[config.mk]
export PLATFORM = sky130hd
export DESIGN_NAME = dm_hart_ctrl_flat
export DESIGN_NICKNAME = d
export VERILOG_FILES = /design/src/rtl/dm_hart_ctrl_if.sv /design/src/rtl/dm_hart_ctrl.sv /design/src/flat_wrapper.sv
export SDC_FILE = /design/constraint.sdc
export NUM_CORES = 1
export LEC_CHECK = 0
export CAP_MARGIN = 20
export CORE_MARGIN = 1.5
export CORE_UTILIZATION = 34
export DETAILED_ROUTE_END_ITERATION = 8
export GPL_ROUTABILITY_DRIVEN = 0
export SLEW_MARGIN = 10
export SYNTH_ARGS = -nofsm -noshare
export SYNTH_HDL_FRONTEND = slang
export SYNTH_SLANG_ARGS = --single-unit
export TNS_END_PERCENT = 50
[constraint.sdc]
create_clock -name clk_i -period 1.8 [get_ports clk_i]
set_input_delay 0.36 -clock clk_i [delete_from_list [all_inputs] [get_ports clk_i]]
set_output_delay 0.36 -clock clk_i [all_outputs]
set_load 0.005 [all_outputs]
[src/rtl/dm_hart_ctrl_if.sv]
// DMI request/response bundle between the DTM front end (master) and the debug module (slave).
interface dm_hart_ctrl_if #(
  parameter int unsigned ADDR_W = 7
) ();
  logic              req_valid;
  logic              req_wr;
  logic [ADDR_W-1:0] req_addr;
  logic [31:0]       req_data;
  logic              resp_valid;
  logic [31:0]       resp_data;

  modport master (
    output req_valid, req_wr, req_addr, req_data,
    input  resp_valid, resp_data
  );

  modport slave (
    input  req_valid, req_wr, req_addr, req_data,
    output resp_valid, resp_data
  );
endinterface

[src/rtl/dm_hart_ctrl.sv]
// Debug-module controller for one hart: DMI register decode, halt/resume handshake and
// Access Register abstract commands. Define DM_AUTOEXEC_EN to add abstractauto (0x18).
module dm_hart_ctrl #(
  parameter int unsigned DMI_ADDR_W  = 7,
  parameter logic [31:0] DATA0_RESET = 32'h0
) (
  input  logic        clk_i,
  input  logic        reset_i,
  dm_hart_ctrl_if.slave dmi,
  output logic        dbg_haltreq_o,
  output logic        dbg_resumereq_o,
  input  logic        core_resumeack_i,
  input  logic        core_running_i,
  input  logic        core_halted_i,
  output logic        dbg_ar_en_o,
  output logic        dbg_ar_wr_o,
  output logic [15:0] dbg_ar_ad_o,
  output logic [31:0] dbg_ar_do_o,
  input  logic [31:0] dbg_ar_di_i
);

  localparam logic [DMI_ADDR_W-1:0] A_DATA0     = DMI_ADDR_W'(7'h04);
  localparam logic [DMI_ADDR_W-1:0] A_DMCONTROL = DMI_ADDR_W'(7'h10);
  localparam logic [DMI_ADDR_W-1:0] A_DMSTATUS  = DMI_ADDR_W'(7'h11);
  localparam logic [DMI_ADDR_W-1:0] A_ABSCS     = DMI_ADDR_W'(7'h16);
  localparam logic [DMI_ADDR_W-1:0] A_COMMAND   = DMI_ADDR_W'(7'h17);
`ifdef DM_AUTOEXEC_EN
  localparam logic [DMI_ADDR_W-1:0] A_ABSAUTO   = DMI_ADDR_W'(7'h18);
`endif

  typedef enum logic {R_IDLE, R_REQ} r_state_e;
  typedef enum logic [1:0] {C_IDLE, C_EXEC, C_READ} c_state_e;

  r_state_e    r_state;
  c_state_e    c_state;
  logic        dmactive;
  logic        haltreq;
  logic        resumeack;
  logic [2:0]  cmderr;
  logic [31:0] data0;

  logic        busy;
  logic        wr_c, rd_c, act_wr;
  logic        hit_data0, hit_dmcontrol, hit_acs, hit_command;
  logic        ctrl_wr, data0_wr, acs_wr, cmd_wr, busy_err;
  logic        cmd_trig, cmd_eval, cmd_bad, cmd_launch;
  logic [31:0] cmd_word;
  logic [31:0] ar_do_next;
  logic [31:0] rd_data;
  logic        unused_cmd_bits;

`ifdef DM_AUTOEXEC_EN
  logic        autoexecdata;
  logic [31:0] last_cmd;
  logic        hit_auto;
  logic        auto_trig;
`endif

  // Access decode; once deactivated only a dmcontrol write setting dmactive is honoured.
  always_comb begin
    busy          = (c_state != C_IDLE);
    wr_c          = dmi.req_valid & dmi.req_wr;
    rd_c          = dmi.req_valid & ~dmi.req_wr;
    act_wr        = wr_c & dmactive;
    hit_data0     = (dmi.req_addr == A_DATA0);
    hit_dmcontrol = (dmi.req_addr == A_DMCONTROL);
    hit_acs       = (dmi.req_addr == A_ABSCS);
    hit_command   = (dmi.req_addr == A_COMMAND);
    ctrl_wr       = wr_c & hit_dmcontrol & (dmactive | dmi.req_data[0]);
    data0_wr      = act_wr & hit_data0 & ~busy;
    acs_wr        = act_wr & hit_acs & ~busy;
    cmd_wr        = act_wr & hit_command & ~busy;
    busy_err      = act_wr & busy & (hit_data0 | hit_acs | hit_command);
    ar_do_next    = data0_wr ? dmi.req_data : data0;
`ifdef DM_AUTOEXEC_EN
    hit_auto      = (dmi.req_addr == A_ABSAUTO);
    auto_trig     = dmi.req_valid & dmactive & autoexecdata & ~busy & hit_data0;
    cmd_trig      = cmd_wr | auto_trig;
    cmd_word      = cmd_wr ? dmi.req_data : last_cmd;
`else
    cmd_trig      = cmd_wr;
    cmd_word      = dmi.req_data;
`endif
    cmd_eval      = cmd_trig & (cmderr == 3'd0);
    cmd_bad       = (cmd_word[31:24] != 8'd0) || (cmd_word[22:20] != 3'd2);
    cmd_launch    = cmd_eval & ~cmd_bad & core_halted_i & cmd_word[17];
  end

  assign unused_cmd_bits = ^{cmd_word[23], cmd_word[19:18]};

  // Read data mux, captured into the response register on the request edge.
  always_comb begin
    rd_data = 32'h0;
    case (dmi.req_addr)
      A_DATA0:     rd_data = data0;
      A_DMCONTROL: rd_data = {haltreq, 30'h0, dmactive};
      A_DMSTATUS:  rd_data = {14'h0, resumeack, resumeack, 4'h0,
                              core_running_i, core_running_i,
                              core_halted_i, core_halted_i, 1'b1, 3'h0, 4'd2};
      A_ABSCS:     rd_data = {19'h0, busy, 1'b0, cmderr, 4'h0, 4'd1};
`ifdef DM_AUTOEXEC_EN
      A_ABSAUTO:   rd_data = {31'h0, autoexecdata};
`endif
      default:     rd_data = 32'h0;
    endcase
  end

  always_ff @(posedge clk_i) begin
    if (reset_i) begin
      r_state         <= R_IDLE;
      c_state         <= C_IDLE;
      dmactive        <= 1'b0;
      haltreq         <= 1'b0;
      resumeack       <= 1'b0;
      cmderr          <= 3'd0;
      data0           <= DATA0_RESET;
      dmi.resp_valid  <= 1'b0;
      dmi.resp_data   <= 32'h0;
      dbg_haltreq_o   <= 1'b0;
      dbg_resumereq_o <= 1'b0;
      dbg_ar_en_o     <= 1'b0;
      dbg_ar_wr_o     <= 1'b0;
      dbg_ar_ad_o     <= 16'h0;
      dbg_ar_do_o     <= 32'h0;
`ifdef DM_AUTOEXEC_EN
      autoexecdata    <= 1'b0;
      last_cmd        <= 32'h0;
`endif
    end else begin
      dmi.resp_valid <= rd_c;
      if (rd_c) dmi.resp_data <= rd_data;
      dbg_ar_en_o <= 1'b0;

      // Resume handshake: request is held until the core reports it has resumed.
      case (r_state)
        R_IDLE: begin
          if (ctrl_wr && dmi.req_data[0] && dmi.req_data[30] && !dmi.req_data[31] && core_halted_i) begin
            r_state         <= R_REQ;
            dbg_resumereq_o <= 1'b1;
            resumeack       <= 1'b0;
          end
        end
        R_REQ: begin
          if (core_resumeack_i) begin
            r_state         <= R_IDLE;
            dbg_resumereq_o <= 1'b0;
            resumeack       <= 1'b1;
          end
        end
        default: r_state <= R_IDLE;
      endcase

      if (ctrl_wr) begin
        dmactive      <= dmi.req_data[0];
        haltreq       <= dmi.req_data[31];
        dbg_haltreq_o <= dmi.req_data[0] & dmi.req_data[31];
      end

      if (data0_wr) data0 <= dmi.req_data;
      if (acs_wr) cmderr <= cmderr & ~dmi.req_data[10:8];
      if (busy_err && cmderr == 3'd0) cmderr <= 3'd1;

`ifdef DM_AUTOEXEC_EN
      if (act_wr && hit_auto && !busy) autoexecdata <= dmi.req_data[0];
      if (cmd_wr && cmderr == 3'd0) last_cmd <= dmi.req_data;
`endif

      // Command FSM: checks on acceptance, one EXEC cycle, optional READ-back cycle.
      case (c_state)
        C_IDLE: begin
          if (cmd_eval) begin
            if (cmd_bad)             cmderr <= 3'd2;
            else if (!core_halted_i) cmderr <= 3'd4;
          end
          if (cmd_launch) begin
            c_state     <= C_EXEC;
            dbg_ar_en_o <= 1'b1;
            dbg_ar_wr_o <= cmd_word[16];
            dbg_ar_ad_o <= cmd_word[15:0];
            dbg_ar_do_o <= ar_do_next;
          end
        end
        C_EXEC:  c_state <= dbg_ar_wr_o ? C_IDLE : C_READ;
        C_READ: begin
          data0   <= dbg_ar_di_i;
          c_state <= C_IDLE;
        end
        default: c_state <= C_IDLE;
      endcase

      // Clearing dmactive returns the DM to its reset-equivalent state.
      if (ctrl_wr && !dmi.req_data[0]) begin
        haltreq         <= 1'b0;
        dbg_haltreq_o   <= 1'b0;
        r_state         <= R_IDLE;
        dbg_resumereq_o <= 1'b0;
        resumeack       <= 1'b0;
        cmderr          <= 3'd0;
        data0           <= DATA0_RESET;
        c_state         <= C_IDLE;
        dbg_ar_en_o     <= 1'b0;
`ifdef DM_AUTOEXEC_EN
        autoexecdata    <= 1'b0;
`endif
      end
    end
  end

endmodule
[src/flat_wrapper.sv]
// flat-port wrapper written by rule: the top's interface ports become plain ports
module dm_hart_ctrl_flat 
#(
  parameter int unsigned DMI_ADDR_W  = 7,
  parameter logic [31:0] DATA0_RESET = 32'h0
)
  (clk_i, reset_i, dbg_haltreq_o, dbg_resumereq_o, core_resumeack_i, core_running_i, core_halted_i, dbg_ar_en_o, dbg_ar_wr_o, dbg_ar_ad_o, dbg_ar_do_o, dbg_ar_di_i, dmi_req_valid, dmi_req_wr, dmi_req_addr, dmi_req_data, dmi_resp_valid, dmi_resp_data);
  dm_hart_ctrl_if dmi_i ();
  input  logic clk_i;
  input  logic reset_i;
  output logic dbg_haltreq_o;
  output logic dbg_resumereq_o;
  input  logic core_resumeack_i;
  input  logic core_running_i;
  input  logic core_halted_i;
  output logic dbg_ar_en_o;
  output logic dbg_ar_wr_o;
  output logic [15:0] dbg_ar_ad_o;
  output logic [31:0] dbg_ar_do_o;
  input  logic [31:0] dbg_ar_di_i;
  input wire logic [$bits(dmi_i.req_valid)-1:0] dmi_req_valid;
  input wire logic [$bits(dmi_i.req_wr)-1:0] dmi_req_wr;
  input wire logic [$bits(dmi_i.req_addr)-1:0] dmi_req_addr;
  input wire logic [$bits(dmi_i.req_data)-1:0] dmi_req_data;
  output wire logic [$bits(dmi_i.resp_valid)-1:0] dmi_resp_valid;
  output wire logic [$bits(dmi_i.resp_data)-1:0] dmi_resp_data;
  assign dmi_i.req_valid = dmi_req_valid;
  assign dmi_i.req_wr = dmi_req_wr;
  assign dmi_i.req_addr = dmi_req_addr;
  assign dmi_i.req_data = dmi_req_data;
  assign dmi_resp_valid = dmi_i.resp_valid;
  assign dmi_resp_data = dmi_i.resp_data;
  dm_hart_ctrl #(.DMI_ADDR_W(DMI_ADDR_W), .DATA0_RESET(DATA0_RESET)) u_core (.clk_i(clk_i), .reset_i(reset_i), .dmi(dmi_i), .dbg_haltreq_o(dbg_haltreq_o), .dbg_resumereq_o(dbg_resumereq_o), .core_resumeack_i(core_resumeack_i), .core_running_i(core_running_i), .core_halted_i(core_halted_i), .dbg_ar_en_o(dbg_ar_en_o), .dbg_ar_wr_o(dbg_ar_wr_o), .dbg_ar_ad_o(dbg_ar_ad_o), .dbg_ar_do_o(dbg_ar_do_o), .dbg_ar_di_i(dbg_ar_di_i));
endmodule
Word level (Yosys, flattened, before mapping):

Index checks and enable logic that the tools add are counted.

* bits in registers: 126
* input bits: 78
* output and inout port bits: 85

* eq/ne operators: 11
* muxes and demuxes: 22
* bitwise gates (word level): 28
* reduce and logical (&&, ||, !) cells: 17

Operators with widths (number)
* 32-bit one-hot mux with 4 select lines: 1
* 32-bit 2-to-1 mux: 2
* 7-bit by 5-bit == test with 1-bit output (second input constant): 4
* 1-bit bitwise AND: 18
* 3-bit 2-to-1 mux: 6
* 8-bit nonzero test: 1
* 7-bit by 3-bit == test with 1-bit output (second input constant): 1
* 1-bit 2-to-1 mux: 7
* 1-bit logical AND: 6
* 1-bit one-hot mux with 2 select lines: 3
* 1-bit inverter: 5
* 2-bit 2-to-1 mux: 2
* 2-bit by 1-bit inequality test with 1-bit output (second input constant): 2
* 2-bit one-hot mux with 2 select lines: 1
* 2-bit AND reduction: 2
* 3-bit bitwise AND: 1
* 3-bit zero test: 1
* 3-bit by 2-bit inequality test with 1-bit output (second input constant): 1
* 3-bit inverter: 1
* 1-bit bitwise OR: 3
* 3-bit OR reduction: 1
* 2-bit by 1-bit == test with 1-bit output (second input constant): 1
* 2-bit == test (second input constant): 1
* 1-bit zero test: 2
* other kinds (5): 5

Longest topological paths before layout:

* word-level depth: 10
* gate-level depth with buffers: 7
* depth with buffers taken out: 4

Worst setup path after synthesis:

No wires, ideal clock.

* path type: input to register
* from: input port dmi_req_addr[5]
* to: register u_core.data0[25]
* setup time: 0.140 ns
* arrival time: 1.688 ns
* setup slack: -0.028 ns
* stages: 4
* buffers on the path: 1
* path through: or3_2 o41ai_4 buf_6 a211oi_1

* longest elaborated chain between the ends: 5
* elaborated cells on any way between the ends: 10
* classes of those cells: eq/ne (2); mux (2); bitwise (4); reduce/logical (2)

RTL lines
* from (decl): RTL line flat_wrapper.sv:23 `input wire logic [$bits(dmi_i.req_addr)-1:0] dmi_req_addr;`
* 7-bit by 3-bit == test with 1-bit output or 7-bit by 5-bit == test with 1-bit output (tied branches): RTL line dm_hart_ctrl.sv:65, dm_hart_ctrl.sv:66
* 1-bit bitwise AND, on equally long branches (2 in series): RTL line dm_hart_ctrl.sv:70, dm_hart_ctrl.sv:69
* 32-bit 2-to-1 mux or 1-bit logical AND (tied branches)
* 32-bit 2-to-1 mux or 2-bit OR reduction (tied branches)
* to (signal assigned): RTL line dm_hart_ctrl.sv:159 `if (data0_wr) data0 <= dmi.req_data;`
* to (signal assigned): RTL line dm_hart_ctrl.sv:185 `data0 <= dbg_ar_di_i;`
* to (decl): RTL line dm_hart_ctrl.sv:40 `logic [31:0] data0;`

Several ways; a longest one is shown, not always the timed one.
A chain may end at the register's enable or synchronous reset.

Final worst setup path:

* from: input port dmi_req_data[26]
* to: register u_core.dbg_ar_do_o[20]

* longest elaborated chain between the ends: 7

RTL lines
* from (decl): RTL line flat_wrapper.sv:24 `input wire logic [$bits(dmi_i.req_data)-1:0] dmi_req_data;`
* 8-bit nonzero test: RTL line dm_hart_ctrl.sv:85 `cmd_bad = (cmd_word[31:24] != 8'd0) || (cmd_word[22:20] != 3'd2);`
* 1-bit logical OR: RTL line dm_hart_ctrl.sv:85
* 1-bit inverter: RTL line dm_hart_ctrl.sv:86 `cmd_launch = cmd_eval & ~cmd_bad & core_halted_i & cmd_word[17];`
* 1-bit bitwise AND (3 in series): RTL line dm_hart_ctrl.sv:86
* 2-bit AND reduction (no line)
* to (signal assigned): RTL line dm_hart_ctrl.sv:180 `dbg_ar_do_o <= ar_do_next;`
* to (decl): RTL line dm_hart_ctrl.sv:18 `output logic [31:0] dbg_ar_do_o,`

Every way passes these cells.

==> run metrics <==
outcome finished, final reports clean; CTS root buffer clkbuf_16; area leader, netlist dfxtp_1; Switching Fraction 0.212; # clock sinks 126; worst reg2reg path depth 5; Die X 127 µm; Pleak 3.09 nW; Hold EP u_core.data0[21]; Inserted Diodes 0; Mapped Area 5220 µm²; area of the multi-input gates 2460 µm²; GRT met2 Usage 0.346; maximum fanout count along the critical path 10; most common cell after layout, fill and taps aside clkdlybuf4s50_1; Pint 5.06 mW; total CTS buffers 17; CTS tree built; deepest level of the CTS H-tree 4; Yosys top cell area share 0.484; Yosys cell types 48; die area 16100 µm²; Clock Latency Late Sink 410 ps; initial antenna violation count 1; layout cells sized above 1 0.149; Primary FF master, synth dfxtp_1; Final Cycle Share 0.984; minimum clock period 1770 ps; Max Transition Viols Final 0; Critical R2R Launch u_core.dmactive; gr busiest metal met2; DR pass1 iterations 5; setup_tns 0 ps; register share of total power 0.435; Max-slew headroom 0.524; Routed Antenna Nets 0; dpl hpwl 12000 µm; io pins 163; Avg Inst Size Synth 9.59 µm²; sequential share of the synthesized area 0.484; vias in the first global route 4946; Fillers 1378; fraction of registers with async set/reset 0; Ys Warns 0; net switching power figure 1.36 mW; IO buf count 162; WHS Path Cells 3; most frequent cells in the layout 150 x clkdlybuf4s50_1, 126 x dfxtp_1, 62 x nor2_1; detailed-route vias per instance 5.40; CP Class input pin to register; Total GRT Usage 0.215; Total Routed Length 17800 µm; total grt overflow 0; Sequential cell area 2520 µm²; final-report hold violation count 0; Reg clk slew, reported paths 50 ps; Final Setup Violations 0; CTS max path bufs 2; Hold Crit Start dmi_req_data[21]; main area contributors after synthesis dfxtp_1 48%, a211oi_1 8.6%, mux2i_1 6.3%; worst vdd ir 0.639 mV; met3 usage 0.0637; GR Util met1 0.273; Reg2Reg Setup Slack 80 ps; Layout Nets 811; number of synthesized flops with an enable pin 0; Yosys reg bits 126; total power 6.42 mW; global-route wire length before repair 26800 µm; CTS Hold Bufs 0; Clk pwr share 0.503; CP Launch Type input pin; Mapped Cells 544; worst hold slack 436 ps; reg-to-reg endpoint u_core.dbg_ar_do_o[29]; Synth Net Count 622; pin count of the biggest net entering global routing 51; synthesis-to-layout area growth 54.3%; core area 15100 µm²; DRT iter0 DRCs 283; max cap viols 0; Initial Util 0.346; arrival time at the worst endpoint 2100 ps; Post-route DRC 0; WL per Instance 19.2 µm; combinational power share 0.062; setup skew after layout 6.23 ps; Cell Rows 45; die height 127 µm; PD cells 798 nW/µm²; vias 5024; Least-Margin Pin Slew 711 ps; crit end category register; Hold/Removal Path Class input pin to register; critical path required time 2120 ps; maximum clock rate 565 MHz
-- per-layer routing --
metal  part of all wire  up-vias
met2               0.47      186
met4              0.021        2
met1               0.44     2395
met3              0.066       30
met5            0.00073        -
li1                   -     2411
-- logic make-up after synthesis --
| family | share of synthesized area |
|---|---|
| DFF | 0.484 |
| and+or+nand+nor | 0.144 |
| muxes | 0.0633 |
| AOI/OAI and AO/OA | 0.254 |
| buffers and inverters | 0.0549 |
-- power by group through the flow --
stage / Clock [mW] / Combinational (mW) / Sequential, mW
after floorplan: 0 / 0.110 / 2.85
after global placement: 0 / 0.385 / 2.85
after detailed placement: 0 / 0.387 / 2.85
after CTS: 3.27 / 0.390 / 2.79
after global routing: 3.40 / 0.417 / 2.79
final: 3.23 / 0.395 / 2.79
-- state kept, by name, summed over array words and instances (netlist names) --
register	count
u_core.dbg_resumereq_o	1
u_core.dmi.resp_valid	1
u_core.dbg_ar_ad_o	16
u_core.dmi.resp_data	32
u_core.dbg_haltreq_o	1
u_core.dmactive	1
u_core.dbg_ar_en_o	1
u_core.data0	32
u_core.dbg_ar_wr_o	1
u_core.resumeack	1
u_core.dbg_ar_do_o	32
u_core.r_state	1
u_core.haltreq	1
u_core.cmderr	3
u_core.c_state	2
-- final cells by class --
type	instances	share of cell area
multi-input combinational	362	0.306
sequential	126	0.313
clock inverter	6	0.00746
clock buffer	23	0.0619
timing repair buffer	221	0.280
tap	188	0.0292
inverter	5	0.00233
-- cell usage after synthesis (3+ instances only) --
master      n
nor2_1     63
o21ai_0    21
inv_1       5
buf_2      16
nand2_1     7
buf_1       3
nand3_1    20
nand2b_1    4
nand4_1     5
and3_1      4
a211oi_2    4
nor3_1      7
mux2i_1    33
a21oi_1    56
dfxtp_1   126
a211oi_1   60
a22oi_1    24
clkbuf_1   22
a22o_1     14
buf_4       5
and4_1      4
buf_6       5
-- worst max-delay path, cell delays in order --
cell	delay [ps]
clkdlybuf4s50_1	430
nor4_2	290
buf_4	180
and4_4	360
clkbuf_16	210
a21oi_1	70
a211oi_1	190
-- metrics by stage --
stage	setup slack [ps]	cell area, µm²	util	cells
floorplan	29.6	5220	-	544
global placement	-538	7300	0.483	892
detailed placement	-566	7300	0.483	892
CTS	6.48	7880	0.522	923
global route	-14.5	8050	0.533	931
finish	29.1	8050	0.533	931
-- worst max-delay path by stage --
stage | end | cells after the start | startpoint | slack (ps)
6_report | u_core.dbg_ar_do_o[20] | 7 | dmi_req_data[26] | 30
5_1_grt | u_core.dbg_ar_ad_o[3] | 7 | dmi_req_data[26] | -10
3_5_place_dp | u_core.data0[20] | 6 | dmi_req_addr[4] | -570
3_3_place_gp | u_core.c_state[1] | 6 | dmi_req_addr[4] | -540
2_1_floorplan | u_core.data0[25] | 5 | dmi_req_addr[4] | 30
4_1_cts | u_core.dbg_ar_do_o[6] | 7 | dmi_req_data[22] | 6
-- what timing repair did --
item,CTS,global route
setup endpoints to repair,88,61
pin swaps,3,8
setup buffers,1,3
gates resized for setup,8,14
gates cloned,1,5
Power figures use the tool's default switching activity.
